<file path="config.mk">
export PLATFORM = sky130hd
export DESIGN_NAME = program_load_ctrl
export DESIGN_NICKNAME = d
export VERILOG_FILES = /design/src/rtl/program_load_ctrl.sv
export SDC_FILE = /design/constraint.sdc
export NUM_CORES = 1
export LEC_CHECK = 0
export BUFFER_PORTS_ARGS = -buffer_cell sky130_fd_sc_hd__buf_2
export CAP_MARGIN = 10
export CORE_UTILIZATION = 35
export CTS_BUF_LIST = sky130_fd_sc_hd__clkbuf_8 sky130_fd_sc_hd__clkbuf_16
export CTS_CLUSTER_DIAMETER = 30
export CTS_CLUSTER_SIZE = 8
export DETAILED_ROUTE_END_ITERATION = 6
export SETUP_SLACK_MARGIN = 0.15
export SLEW_MARGIN = 0
export SYNTH_ARGS = -nofsm -noshare
export SYNTH_HDL_FRONTEND = slang
export SYNTH_SLANG_ARGS = --single-unit
export TNS_END_PERCENT = 50
</file>
<file path="constraint.sdc">
create_clock -name clk -period 2.5 [get_ports clk]
set_input_delay 0.125 -clock clk [delete_from_list [all_inputs] [get_ports clk]]
set_output_delay 0.125 -clock clk [all_outputs]
set_load 0.005 [all_outputs]
</file>
<file path="src/rtl/program_load_ctrl.sv">
// Program loader and front-end gate: packs host bytes into instruction words,
// writes them to program memory, then releases and halts the core.
module program_load_ctrl #(
  parameter int              ADDR_W      = 12,
  parameter int              DATA_W      = 32,
  parameter logic [6:0]      HALT_OPCODE = 7'b1111111,
  parameter logic [DATA_W-1:0] NOP_INSTR = '0
) (
  input  logic              clk,
  input  logic              rst_n,
  input  logic              load_start,
  input  logic [ADDR_W-1:0] load_count,
  input  logic              load_valid,
  input  logic [7:0]        load_data,
  output logic              load_ready,
  input  logic              run_start,
  input  logic              halt_clear,
  output logic              mem_we,
  output logic [ADDR_W-1:0] mem_waddr,
  output logic [DATA_W-1:0] mem_wdata,
  input  logic [DATA_W-1:0] instr_in,
  output logic [DATA_W-1:0] instr_out,
  output logic              cpu_stall,
  output logic              load_done,
  output logic              halted
);

  localparam logic [1:0] S_IDLE = 2'd0;
  localparam logic [1:0] S_LOAD = 2'd1;
  localparam logic [1:0] S_RUN  = 2'd2;
  localparam logic [1:0] S_HALT = 2'd3;

  localparam logic [ADDR_W-1:0] WORD_ONE = {{(ADDR_W-1){1'b0}}, 1'b1};

  logic [1:0]        state;
  logic [1:0]        byte_idx;
  logic [ADDR_W-1:0] word_cnt;
  logic [ADDR_W-1:0] count_q;
  logic [23:0]       shift_q;
  logic              is_halt_op;

  assign is_halt_op = (instr_in[6:0] == HALT_OPCODE);

  always_ff @(posedge clk) begin
    if (!rst_n) begin
      state     <= S_IDLE;
      byte_idx  <= 2'd0;
      word_cnt  <= '0;
      count_q   <= '0;
      mem_we    <= 1'b0;
      mem_waddr <= '0;
      mem_wdata <= '0;
      load_done <= 1'b0;
    end else begin
      mem_we    <= 1'b0;
      load_done <= 1'b0;
      case (state)
        S_IDLE: begin
          if (load_start) begin
            state    <= S_LOAD;
            count_q  <= load_count;
            word_cnt <= '0;
            byte_idx <= 2'd0;
          end else if (run_start) begin
            state <= S_RUN;
          end
        end
        S_LOAD: begin
          if (load_valid) begin
            byte_idx <= byte_idx + 2'd1;
            // Fourth byte goes straight into the write word; lanes 0..2 come from shift_q.
            if (byte_idx == 2'd3) begin
              mem_we    <= 1'b1;
              mem_waddr <= word_cnt;
              mem_wdata <= {load_data, shift_q};
              word_cnt  <= word_cnt + WORD_ONE;
              if (word_cnt == count_q) begin
                state     <= S_IDLE;
                load_done <= 1'b1;
              end
            end
          end
        end
        S_RUN: begin
          if (is_halt_op) state <= S_HALT;
        end
        default: begin
          if (halt_clear) state <= S_IDLE;
        end
      endcase
    end
  end

  // Byte lanes are pure data, so they carry no reset.
  always_ff @(posedge clk) begin
    if (state == S_LOAD && load_valid && byte_idx != 2'd3)
      shift_q[{byte_idx, 3'b000} +: 8] <= load_data;
  end

  assign load_ready = (state == S_LOAD);
  assign cpu_stall  = (state != S_RUN);
  assign halted     = (state == S_HALT);
  assign instr_out  = (state == S_RUN && !is_halt_op) ? instr_in : NOP_INSTR;

endmodule
</file>
==> flow_summary_export.csv <==
group,metric,value,unit
clocking,h-tree-depth,3,
clocking,cts_hold_buf,0,
drt,vias_per_cell,4.75,
timing,hold_slack,0.0301,ns
synthesis,syn_area_per_cell,9.22,um2
grt,grt_pass1_wl,16.9,mm
timing,period_needed,2.10,ns
place,dpl_worst_slack,0.435,ns
worst_setup_path,crit_fanout,33,
drt,post_drt_wl_per_cell,13.9,um
final_layout,nets,659,
drt,drt_iter0_drc,156,
worst_setup_path,required,2.38,ns
final_layout,fin_util,45.1,%
min_path,hold_end,"count_q[4]$_SDFFE_PN0P_",
synthesis,synth_async_sr_flop_share,0,%
worst_setup_path,r2r_slack,0.41,ns
synthesis,syn_inst,467,
status,status,"finished, final reports clean",
drt,drt-total-wl,10.4,mm
worst_setup_path,cp-end-kind,"output port",
timing,post-route-period-util,84.0,%
synthesis,netlist_area,4310,um2
synthesis,synth.distinct_cells,40,
synthesis,ys_seq_area_share,51.1,%
worst_setup_path,reg2reg_to,"word_cnt[11]$_SDFFE_PN0P_",
min_path,whs_path_depth,3,
floorplanning,die_y,113,um
grt,grtUsageMet2,29.3,%
synthesis,synth-edff-count,24,
grt,track_usage,16.9,%
final_layout,drive_gt1_share,27.7,%
timing,clock_skew,0.00989,ns
final_layout,final_cell_mix,"buf_2 (138), nand2_1 (120), dfxtp_1 (74)",
floorplanning,core,12000,um2
synthesis,synthSimpleGateAreaFrac,25.6,%
synthesis,synth_nets,531,
worst_setup_path,crit_start,"state[1]$_SDFFE_PN0P_",
flow_run,drv_cap,0,
floorplanning,start_util,35.9,%
final_layout,fillCellCount,1178,
grt,grt_overflow,0,
timing,rsz0062_at_grt,"false",
clocking,cts.sinks,98,
clocking,cts_root_buf,"clkbuf_16",
floorplanning,io_pins,139,
drt,dr_total_vias,3548,
floorplanning,die_x,113,um
grt,grt_pass1_vias,3463,
timing,relSlewSlack,50.0,%
final_layout,area_delta_synth_final,25.8,%
drt,dr.pass1.iters,4,
grt,grt_max_degree,45,
clocking,clkSlewWorstSetupHoldPaths,0.06,ns
grt,antenna_found_initial,0,
timing,worst_pin_slew,0.747,ns
synthesis,synth_compound_area_share,13.8,%
grt,use_met1,20.5,%
final_layout,antenna_cells,0,
synthesis,synth-main-ff-cell,"dfxtp_1",
timing,tns,0,ns
timing,finalMaxSlewViolations,0,
floorplanning,die-area,12800,um2
drt,drc,0,
worst_setup_path,worstSetupStartpointType,"register",
pwr,irDropWorstVdd,272,uV
min_path,hp-class,"input port to register",
timing,setup_viol,0,
timing,hold_viol,0,
synthesis,synth_top_family_by_area,"simple AND/OR/NAND/NOR gates",
clocking,cts_tree,"done",
clocking,cts-resized-gates,0,
place,routabilityCongestion,0.855,
clocking,insertion_delay,0.34,ns
pwr,p_per_area,657,nW/um2
synthesis,synth_mux_area_share,0.232,%
pwr,leakage,0.00220,uW
timing,worst_slack,0.401,ns
grt,globalRouteMet3Util,3.37,%
clocking,cts_buffer_depth,2,
clocking,cts_buffers,9,
place,dp.cells,731,
worst_setup_path,r2r-start,"byte_idx[0]$_SDFFE_PN0P_",
worst_setup_path,critPathKind,"register to output port",
place,hpwl,7.64,mm
grt,grt.busiest_layer,"met2",
floorplanning,std_cell_rows,40,
min_path,hp-start,"load_count[4]",
place,io_buffers,138,
synthesis,synth-warning-count,0,
timing,max_freq,476,MHz
drt,final_antenna_net_count,0,
clocking,post_cts_buffers,0,
final_layout,final_common_cell,"buf_2",
final_layout,stdcell_count,747,
worst_setup_path,r2r_cells,5,
synthesis,synth_seq_cells,98,
worst_setup_path,arrival,1.97,ns
synthesis,synth_fa_ha_area_share,1.74,%
synthesis,yosys.area_share.xor_xnor,3.66,%
-- how the worst max path moves through the flow --
| stage | end | slack (ns) | cells after the start |
|---|---|---|---|
| floorplan | word_cnt[9]$_SDFFE_PN0P_ | 0.66 | 6 |
| global placement | word_cnt[9]$_SDFFE_PN0P_ | 0.52 | 5 |
| detailed placement | word_cnt[11]$_SDFFE_PN0P_ | 0.43 | 5 |
| CTS | instr_out[22] | 0.36 | 5 |
| global route | instr_out[22] | 0.19 | 5 |
| finish | instr_out[22] | 0.40 | 5 |
-- cell families (layout without fill, tap and decap cells) --
kind of cell | count (synthesis) | in the layout
xor+xnor | 18 | 18
mux | 1 | 1
compound gates | 80 | 80
fa+ha+maj | 6 | 6
flops | 98 | 98
buf+inv | 37 | 170
simple gates | 227 | 227
-- through the flow --
stage	instance area, um2	power, uW
2_1_floorplan	4310	2080
3_3_place_gp	5130	2240
3_5_place_dp	5130	2250
4_1_cts	5420	3590
5_1_grt	5420	3700
6_report	5420	3560
-- power by group --
group	internal (uW)	switching [uW]	total (uW)
Clock	767	584	1350
Combinational	210	245	456
Sequential	1700	56.2	1750
Total	2680	886	3560
-- layout make-up --
cell class | count | area, um2 | area share [%]
repair buffers | 150 | 781 | 14.4
inverters | 4 | 15.0 | 0.277
clock buffers | 9 | 225 | 4.16
well taps | 147 | 184 | 3.40
flip-flops and latches | 98 | 2200 | 40.7
multi-input cells | 332 | 1950 | 35.9
clock inverters | 7 | 62.6 | 1.16
-- state kept, by name, indices dropped and copies added, names as in the netlist --
| register | flops |
|---|---|
| byte_idx | 2 |
| count_q | 12 |
| load_done | 1 |
| mem_waddr | 12 |
| mem_wdata | 32 |
| mem_we | 1 |
| shift_q | 24 |
| state | 2 |
| word_cnt | 12 |
-- critical path, stage by stage (launching register included) --
cell,delay [ns]
dfxtp_1,0.66
nand2b_1,0.19
a41oi_2,0.19
buf_4,0.27
and2_1,0.20
buf_2,0.12
-- per-layer routing --
layer  routed length, um  vias up  part of all wire [%]
li1                    -     1800                     -
met1                4580     1607                    44
met2                5000      125                    48
met3                 631       16                   6.1
met4                 199        0                   1.9
met5                   0        -                     0
-- synth_stat cells (all sizes together) (2+ instances only) --
cell type / n / share of area [%]
a211oi: 2 / 0.35
nand4: 6 / 0.87
inv: 4 / 0.35
nand2b: 3 / 0.61
or3: 2 / 0.29
a21oi: 5 / 0.58
nor2: 11 / 0.96
o21ai: 3 / 0.35
dfxtp: 74 / 34
a2111oi: 4 / 0.81
xnor2: 17 / 3.5
nor3b: 6 / 1.0
ha: 6 / 1.7
edfxtp: 24 / 17
nand3: 11 / 1.4
and2: 61 / 8.9
nand2: 120 / 10
nor2b: 2 / 0.29
clkbuf: 22 / 1.9
a21boi: 58 / 10
buf: 11 / 1.6
(Power assumes the default switching activity.)
